### src/rtl/crc_arb_pkg.sv
// Shared types and helpers for the CRC frame arbiter: FSM states, widths and the
// round-robin search used by the requester picker.
package crc_arb_pkg;

    typedef enum logic [1:0] {
        StIdle,
        StStream,
        StClose,
        StHold
    } arb_state_e;

    localparam int unsigned CRC_W = 16;
    localparam logic [CRC_W-1:0] LEN_MAX = 16'hFFFF;

    // The search helper is sized for the largest supported requester count.
    localparam int unsigned MAX_REQ = 8;
    localparam int unsigned MAX_IDW = 3;

    typedef logic [MAX_REQ-1:0] req_vec_t;
    typedef logic [MAX_IDW-1:0] max_idx_t;

    // First set bit of req strictly after ptr, wrapping modulo n. Offsets are walked from far
    // to near so the nearest candidate overwrites the others.
    function automatic max_idx_t rr_search(input req_vec_t req, input max_idx_t ptr,
                                           input int unsigned n);
        int unsigned cand;
        max_idx_t    pick;
        pick = ptr;
        for (int unsigned off = MAX_REQ; off >= 1; off--) begin
            if (off <= n) begin
                cand = (32'(ptr) + off) % n;
                if (req[cand[MAX_IDW-1:0]]) begin
                    pick = cand[MAX_IDW-1:0];
                end
            end
        end
        return pick;
    endfunction

endpackage

### src/rtl/rr_pick.sv
// Combinational round-robin picker: selects the first requesting index above rr_ptr,
// wrapping, and flags whether any requester is active.
module rr_pick
    import crc_arb_pkg::*;
#(
    parameter int unsigned NREQ = 4,
    parameter int unsigned IDW  = $clog2(NREQ)
) (
    input  logic [NREQ-1:0] req,
    input  logic [IDW-1:0]  rr_ptr,
    output logic [IDW-1:0]  idx,
    output logic            found
);

    req_vec_t req_ext;
    max_idx_t pick;

    always_comb begin
        req_ext = req_vec_t'(req);
        pick    = rr_search(req_ext, max_idx_t'(rr_ptr), NREQ);
        idx     = pick[IDW-1:0];
        found   = |req;
    end

endmodule

### src/rtl/crc_frame_arbiter.sv
// Frame-level round-robin arbiter that streams one requester's frame at a time into a
// shared CRC-16 engine and returns the result through a valid/ready result register.
module crc_frame_arbiter
    import crc_arb_pkg::*;
#(
    parameter int unsigned NREQ = 4,
    parameter int unsigned IDW  = $clog2(NREQ)
) (
    input  logic                  clk_in,
    input  logic                  rst,
    input  logic [NREQ-1:0]       req_valid,
    input  logic [NREQ-1:0]       req_last,
    input  logic [NREQ*CRC_W-1:0] req_data,
    output logic [NREQ-1:0]       req_ready,
    output logic [CRC_W-1:0]      crc_data,
    output logic                  crc_valid,
    input  logic [CRC_W-1:0]      crc_result,
    input  logic                  crc_done,
    output logic                  res_valid,
    input  logic                  res_ready,
    output logic [CRC_W-1:0]      res_crc,
    output logic [IDW-1:0]        res_id,
    output logic [CRC_W-1:0]      res_len,
    output logic                  res_err
);

    localparam logic [CRC_W-1:0] LEN_ONE = 1;

    arb_state_e       state_q, state_d;
    logic [IDW-1:0]   gnt_q, gnt_d;
    logic [IDW-1:0]   rr_ptr_q, rr_ptr_d;
    logic [CRC_W-1:0] len_q, len_d;
    logic [CRC_W-1:0] res_crc_q, res_crc_d;
    logic [IDW-1:0]   res_id_q, res_id_d;
    logic [CRC_W-1:0] res_len_q, res_len_d;
    logic             res_err_q, res_err_d;
    logic             res_valid_q, res_valid_d;

    logic [IDW-1:0]   pick_idx;
    logic             pick_found;
    logic             sel_valid;
    logic             sel_last;
    logic [CRC_W-1:0] sel_data;

    rr_pick #(
        .NREQ (NREQ),
        .IDW  (IDW)
    ) u_rr_pick (
        .req    (req_valid),
        .rr_ptr (rr_ptr_q),
        .idx    (pick_idx),
        .found  (pick_found)
    );

    always_comb begin
        state_d     = state_q;
        gnt_d       = gnt_q;
        rr_ptr_d    = rr_ptr_q;
        len_d       = len_q;
        res_crc_d   = res_crc_q;
        res_id_d    = res_id_q;
        res_len_d   = res_len_q;
        res_err_d   = res_err_q;
        res_valid_d = res_valid_q;
        req_ready   = '0;
        crc_valid   = 1'b0;
        crc_data    = '0;
        sel_valid   = 1'b0;
        sel_last    = 1'b0;
        sel_data    = '0;

        for (int i = 0; i < NREQ; i++) begin
            if (gnt_q == IDW'(i)) begin
                sel_valid = req_valid[i];
                sel_last  = req_last[i];
                sel_data  = req_data[i*CRC_W +: CRC_W];
            end
        end

        unique case (state_q)
            StIdle: begin
                if (pick_found) begin
                    gnt_d   = pick_idx;
                    len_d   = '0;
                    state_d = StStream;
                end
            end
            StStream: begin
                crc_data  = sel_data;
                crc_valid = sel_valid;
                for (int i = 0; i < NREQ; i++) begin
                    if (gnt_q == IDW'(i)) begin
                        req_ready[i] = sel_valid;
                    end
                end
                if (sel_valid) begin
                    if (len_q != LEN_MAX) begin
                        len_d = len_q + LEN_ONE;
                    end
                    if (sel_last) begin
                        state_d = StClose;
                    end
                end else begin
                    // Mid-frame bubble: the engine drops its state on its own, we only report.
                    res_crc_d   = '0;
                    res_id_d    = gnt_q;
                    res_len_d   = len_q;
                    res_err_d   = 1'b1;
                    res_valid_d = 1'b1;
                    rr_ptr_d    = gnt_q;
                    state_d     = StHold;
                end
            end
            StClose: begin
                res_crc_d   = crc_result;
                res_id_d    = gnt_q;
                res_len_d   = len_q;
                res_err_d   = ~crc_done;
                res_valid_d = 1'b1;
                rr_ptr_d    = gnt_q;
                state_d     = StHold;
            end
            StHold: begin
                if (res_ready) begin
                    res_valid_d = 1'b0;
                    state_d     = StIdle;
                end
            end
            default: begin
                state_d = StIdle;
            end
        endcase
    end

    always_ff @(posedge clk_in or posedge rst) begin
        if (rst) begin
            state_q     <= StIdle;
            gnt_q       <= '0;
            rr_ptr_q    <= IDW'(NREQ - 1);
            len_q       <= '0;
            res_crc_q   <= '0;
            res_id_q    <= '0;
            res_len_q   <= '0;
            res_err_q   <= 1'b0;
            res_valid_q <= 1'b0;
        end else begin
            state_q     <= state_d;
            gnt_q       <= gnt_d;
            rr_ptr_q    <= rr_ptr_d;
            len_q       <= len_d;
            res_crc_q   <= res_crc_d;
            res_id_q    <= res_id_d;
            res_len_q   <= res_len_d;
            res_err_q   <= res_err_d;
            res_valid_q <= res_valid_d;
        end
    end

    assign res_valid = res_valid_q;
    assign res_crc   = res_crc_q;
    assign res_id    = res_id_q;
    assign res_len   = res_len_q;
    assign res_err   = res_err_q;

endmodule

### config.mk
export PLATFORM = sky130hd
export DESIGN_NAME = crc_frame_arbiter
export DESIGN_NICKNAME = d
export VERILOG_FILES = /design/src/rtl/crc_arb_pkg.sv /design/src/rtl/rr_pick.sv /design/src/rtl/crc_frame_arbiter.sv
export SDC_FILE = /design/constraint.sdc
export NUM_CORES = 1
export LEC_CHECK = 0
export BUFFER_PORTS_ARGS = -buffer_cell sky130_fd_sc_hd__buf_4
export CORE_ASPECT_RATIO = 0.6
export CORE_MARGIN = 2
export CORE_UTILIZATION = 45
export DETAILED_ROUTE_END_ITERATION = 10
export GPL_ROUTABILITY_DRIVEN = 0
export GPL_TIMING_DRIVEN = 0
export PLACE_DENSITY = 0.79
export SLEW_MARGIN = 5
export SYNTH_ARGS = -nofsm -noshare
export SYNTH_HDL_FRONTEND = slang
export SYNTH_SLANG_ARGS = --single-unit
### constraint.sdc
create_clock -name clk_in -period 2.4 [get_ports clk_in]
set_input_delay 0.24 -clock clk_in [delete_from_list [all_inputs] [get_ports clk_in]]
set_output_delay 0.24 -clock clk_in [all_outputs]
set_load 0.01 [all_outputs]
==> flow_metrics.tcl, run 1 <==
set metrics [dict create \
    status "complete, no violations" \
    avgSynthCellArea_um2 10.2 \
    insertion_delay_ns 0.32 \
    fin_cells 562 \
    initial_core_util_pct 46.9 \
    worstPathArrival_ns 2.05 \
    fin_nets 567 \
    root_buffer "clkbuf_16" \
    antenna_cells 0 \
    finalCritPeriodShare_pct 95.3 \
    antenna_found_initial 0 \
    detailed_place_hpwl_mm 7.47 \
    syn_nets 406 \
    cts_setup_buffers 0 \
    place_inst 545 \
    cp.required_ns 2.16 \
    die_area_um2 7730 \
    synth.mux.area_fraction_pct 14.2 \
    yosysTopAreaCellShare_pct 44.4 \
    power_mw 5.14 \
    synth_compound_area_share_pct 14.5 \
    crit_fanout 10 \
    endpoint_kind "output pin" \
    drt_first_pass_iters 5 \
    clkTransAtPathRegs_ns 0.05 \
    rsz0062_at_grt "false" \
    detail-route-antenna-nets 0 \
    h-tree-depth 3 \
    ioPinCount 149 \
    die_w_um 112 \
    grt_max_degree 41 \
    seq_area_um2 1450 \
    ir_worst_vdd_mv 0.590 \
    crit_type "flip-flop to output pin" \
    synth-adder-area-share_pct 1.98 \
    holdWs_ns 0.0834 \
    synth_xor_area_share_pct 0 \
    skew_ns 0.00647 \
    yosysSeqAreaShare_pct 46.0 \
    yosys_warnings 0 \
    grt_pass1_vias 3010 \
    syn_area_um2 3160 \
    grt_overflow 0 \
    synth_top_family_by_area "simple AND/OR/NAND/NOR gates" \
    yosysTopAreaCell "dfrtp_1" \
    ys_top_cells_by_area "dfrtp_1 44%, mux4_2 13%, nand2_1 7.7%" \
    nFillCells 514 \
    period_minus_slack_ns 2.29 \
    wl_per_cell_um 17.4 \
    numCtsBuffers 9 \
    cts_buffer_depth 2 \
    maxCapViolations 0 \
    syn_to_final_growth_pct 49.3 \
    finalHoldViolations 0 \
    fp-row-count 23 \
    hold_class "primary input to flip-flop" \
    viasPerCell 5.47 \
    synthCells 309 \
    synth_cell_type_count 39 \
    drtIter0Drc 238 \
    vias 3076 \
    slew_headroom_pct 58.2 \
    grt_pass1_wl_mm 15.4 \
    drcViolationCount 0 \
    max_freq_ghz 0.437 \
    port_buffers 148 \
    p_leak_nw 2.32 \
    powerDensity_nw_per_um2 1090 \
    grtUsageTotal_pct 26.1 \
    synth_seq_cells 58 \
    tritoncts "yes" \
    finalSetupViolations 0 \
    cts.sinks 58 \
    yosys.area_share.simple_pct 19.0 \
    worst_pin_slew_ns 0.626 \
    start_kind "flip-flop" \
    wl_mm 9.76 \
    core_um2 6730 \
    layout-drive-gt1-share_pct 43.8 \
    maxSlewViolCount 0 \
    multi_input_area_um2 1590 \
    fp.dieH_um 68.9 \
]
[power breakdown]
part	total (mW)	internal, mW	switching, mW
Clock	1.17	0.724	0.445
Combinational	2.62	1.20	1.42
Sequential	1.35	1.21	0.140
[area by class of cell]
class,instances,share of cell area (%)
well taps,87,2.31
flip-flops and latches,58,30.8
clock buffers,10,5.07
multi-input cells,219,33.7
plain buffers,21,2.10
clock inverters,6,0.876
repair buffers,150,24.2
inverters,11,0.876
[sequential cells by signal, indices dropped and copies added (netlist names)]
register / flops
state_q: 2
res_valid: 1
res_id: 2
res_crc: 16
res_err: 1
res_len: 16
len_q: 16
gnt_q: 2
rr_ptr_q: 2
[repair_timing]
item                                    in CTS  in global routing
resized for setup                            3                  6
hold buffers                                 1                  0
hold endpoints to repair                    18                  0
endpoints found under the setup margin      24                 22
[cell families after synthesis]
logic type                 count (synthesis)
AOI/OAI and AO/OA                         70
adders and majority gates                  5
and+or+nand+nor                          122
muxes                                     22
buffers and inverters                     32
DFF                                       58
[path summary, 6_finish.rpt]
check / start / cells past startpoint / slack [ns] / to
setup / recovery: gnt_q[1] / 5 / 0.11 / crc_data[10]
hold / removal: crc_done / 2 / 0.08 / res_err
setup reg to reg: state_q[0] / 8 / 0.15 / len_q[7]
hold reg to reg: res_len[0] / 2 / 0.48 / res_len[0]
max in group asynchronous: rst / 4 / 1.32 / rr_ptr_q[0]
min in group asynchronous: rst / 3 / 0.47 / res_len[9]
[metal layers]
layer | vias up | GRT usage, % | part of all wire, %
met5 | - | 0 | 0
met4 | 0 | 5.64 | 0.44
met3 | 8 | 7.08 | 8.6
met2 | 126 | 40.9 | 46
met1 | 1497 | 37.1 | 45
li1 | 1445 | - | -
[placed cells by master, fill, tap and decap left out, types with 3 or more instances in the layout]
| cell | synthesis | layout |
|---|---|---|
| mux2_2 | 3 | 3 |
| or3_1 | 10 | 10 |
| nor2_1 | 4 | 4 |
| ha_1 | 5 | 3 |
| clkbuf_16 | 0 | 9 |
| nand4_1 | 4 | 4 |
| inv_1 | 11 | 10 |
| a22o_1 | 17 | 17 |
| nand3_1 | 5 | 5 |
| and2_1 | 17 | 17 |
| clkbuf_1 | 11 | 9 |
| nand2_1 | 65 | 65 |
| o31ai_1 | 6 | 6 |
| o21ai_0 | 19 | 19 |
| mux4_2 | 18 | 18 |
| buf_4 | 1 | 149 |
| buf_2 | 7 | 7 |
| clkbuf_2 | 1 | 3 |
| dfrtp_1 | 56 | 56 |
| a21oi_1 | 17 | 17 |
| or4_1 | 4 | 4 |
| clkinvlp_4 | 0 | 3 |
[metrics by stage]
stage	area [um2]	TNS, ns	util (%)	worst slack, ns
finish	4710	0	70.0	0.112
global route	4710	0	70.0	0.00949
CTS	4700	0	69.8	0.0702
detailed placement	4400	-0.0203	65.3	-0.0157
global placement	4380	0	65.0	0.0479
floorplan	3160	0	-	0.324
[critical path: stages, from the launching register on]
cell and delay [ns]:
dfrtp_1 0.32, buf_4 0.16, clkbuf_1 0.50, mux4_2 0.39, and2_1 0.20, buf_4 0.15
[cells in the mapped netlist, drive strengths merged]
master  instances
a211o           1
a21o            1
a21oi          17
a22o           17
a22oi           2
a31oi           2
and2           17
and3            2
and4            1
buf             9
clkbuf         12
dfrtp          56
dfstp           2
ha              5
inv            11
mux2            3
mux2i           1
mux4           18
nand2          65
nand2b          2
nand3           5
nand3b          1
nand4           4
nor2            4
nor3            2
nor3b           2
nor4            3
o21a            1
o21ai          20
o221a           1
o22ai           2
o31ai           6
or3            10
or4             4
Power figures use the tool's default switching activity.
==> run 2: changes to the inputs <==
--- a/config.mk
+++ b/config.mk
@@ -6,7 +6,7 @@
 export NUM_CORES = 1
 export LEC_CHECK = 0
 export BUFFER_PORTS_ARGS = -buffer_cell sky130_fd_sc_hd__buf_4
-export CORE_ASPECT_RATIO = 0.6
+export CORE_ASPECT_RATIO = 0.75
 export CORE_MARGIN = 2
 export CORE_UTILIZATION = 45
 export DETAILED_ROUTE_END_ITERATION = 10
==> run 2 against run 1 <==
  * Routed wire length fell by 7.8%
  * Critical path depth grew 3
  * Total power shrank 5.7%
  * Critical endpoint is now len_q[9]
==> flow_metrics.tcl, run 2 (same netlist as run 1, synthesis figures left out) <==
set metrics [dict create \
    max_stage_delay_ns 0.51 \
    cts.sinks 58 \
    detailed_place_hpwl_mm 6.84 \
    use_met2_pct 37.4 \
    endpoint_kind "flip-flop" \
    placed_cell_area_um2 4390 \
    period_minus_slack_ns 2.30 \
    slew_headroom_pct 56.9 \
    p_clk_share_pct 19.0 \
    max_freq_ghz 0.435 \
    die_w_um 101 \
    maxSlewViolCount 0 \
    clkTransAtPathRegs_ns 0.07 \
    drcViolationCount 0 \
    maxCapViolations 0 \
    final_cell_mix "149 x buf_4, 64 x nand2_1, 56 x dfrtp_1, 19 x o21ai_0, 18 x mux4_2" \
    drtIter0Drc 177 \
    crit_type "flip-flop to flip-flop" \
    grt_max_degree 37 \
    hold_class "primary input to flip-flop" \
    insertion_delay_ns 0.34 \
    path_cells "inv_1 -> ha_2 -> nor2_1 -> a21o_1 -> a211o_1 -> buf_2 -> or4_1 -> a21oi_1" \
    fin_cells 559 \
    cts_setup_buffers 0 \
    ioPinCount 149 \
    use_met1_pct 32.7 \
    wl_per_cell_um 16.1 \
    grt_pass1_wl_mm 14.7 \
    detail-route-antenna-nets 0 \
    core_um2 6800 \
    p_sw_share_pct 39.2 \
    drt_first_pass_iters 4 \
    fin_area_um2 4640 \
    root_buffer "clkbuf_8" \
    grt_util_met3_pct 6.70 \
    initial_core_util_pct 46.4 \
    start_kind "flip-flop" \
    status "complete, no violations" \
    die_area_um2 7710 \
    vias 3100 \
    p_sw_mw 1.90 \
    worstPathArrival_ns 2.55 \
    skew_ns 0.00721 \
    port_buffers 148 \
    final_common_cell "buf_4" \
    finalHoldViolations 0 \
    grt_overflow 0 \
    grt_pass1_vias 3050 \
    numCtsBuffers 9 \
    fp.dieH_um 76.6 \
    h-tree-depth 3 \
    fin_nets 567 \
    slowest_stage "or4_1" \
    p_comb_share_pct 53.4 \
    layout-drive-gt1-share_pct 43.6 \
    p_leak_nw 2.27 \
    power.share.sequential_pct 27.6 \
    finalSetupViolations 0 \
    crit_fanout 10 \
    viasPerCell 5.55 \
    intPower_mw 2.95 \
    wl_mm 9.00 \
    antenna_cells 0 \
    ir_worst_vdd_mv 0.457 \
    antenna_found_initial 0 \
    fp-row-count 26 \
    powerDensity_nw_per_um2 1040 \
    worst_pin_slew_ns 0.646 \
    syn_to_final_growth_pct 46.9 \
    busiest_layer "met2" \
    tritoncts "yes" \
    place_inst 542 \
    finalCritPeriodShare_pct 95.8 \
    cp.required_ns 2.65 \
    cts_buffer_depth 2 \
    grtUsageTotal_pct 24.1 \
]
-- run 2: timing repair --
| item | in CTS | in global routing |
|---|---|---|
| endpoints found under the hold margin | 22 | 0 |
| hold buffers | 1 | 0 |
| gates resized for setup | 2 | 6 |
| endpoints found under the setup margin | 8 | 22 |
-- run 2: worst paths after layout --
| path | start | endpoint | slack, ns | cells after the start |
|---|---|---|---|---|
| max | state_q[1] | len_q[9] | 0.10 | 8 |
| min | crc_done | res_err | 0.06 | 2 |
| max reg2reg | state_q[1] | len_q[9] | 0.10 | 8 |
| min reg2reg | res_len[6] | res_len[6] | 0.48 | 2 |
| max in group asynchronous | rst | rr_ptr_q[0] | 1.27 | 4 |
| min in group asynchronous | rst | res_len[1] | 0.51 | 3 |
-- run 2: layout make-up --
class	count	area (um2)
timing repair buffer	150	1140
buffer	21	97.6
multi-input combinational	219	1590
clock buffer	12	155
fill	521	2160
inverter	11	41.3
sequential	58	1450
clock inverter	4	50.0
tap	84	105
-- run 2: stage by stage --
| stage | util (%) | hold WS (ns) | setup slack (ns) | power (mW) | setup TNS (ns) |
|---|---|---|---|---|---|
| 2_1_floorplan | - | 0.325 | 0.324 | 2.96 | 0 |
| 3_3_place_gp | 64.3 | 0.412 | 0.0800 | 3.83 | 0 |
| 3_5_place_dp | 64.6 | 0.302 | 0.0792 | 3.90 | 0 |
| 4_1_cts | 67.8 | 0.0511 | 0.0472 | 4.84 | 0 |
| 5_1_grt | 68.2 | 0.0510 | -0.000448 | 5.19 | -0.000448 |
| 6_report | 68.2 | 0.0643 | 0.101 | 4.85 | 0 |
-- run 2: metal layers --
layer	routed length (um)	part of all wire (%)
met1	4000	44
met3	592	6.6
met5	0	0
met4	125	1.4
met2	4280	48
-- run 2: worst max-delay path: cells and delay by family, from the launching register on --
family                   cells  cell delay (ns)
buffers and inverters        2             0.32
AND/OR/NAND/NOR              2             0.58
adder cells (fa/ha/maj)      1             0.26
flip-flops                   1             0.41
AO/OA/AOI/OAI                3             0.64
-- run 2: power by group through the flow --
stage | registers [mW] | clock network (mW) | logic [mW]
3_3_place_gp | 1.34 | 0 | 2.49
2_1_floorplan | 1.39 | 0 | 1.56
3_5_place_dp | 1.36 | 0 | 2.55
5_1_grt | 1.37 | 0.977 | 2.85
4_1_cts | 1.34 | 0.937 | 2.56
6_report | 1.34 | 0.920 | 2.59
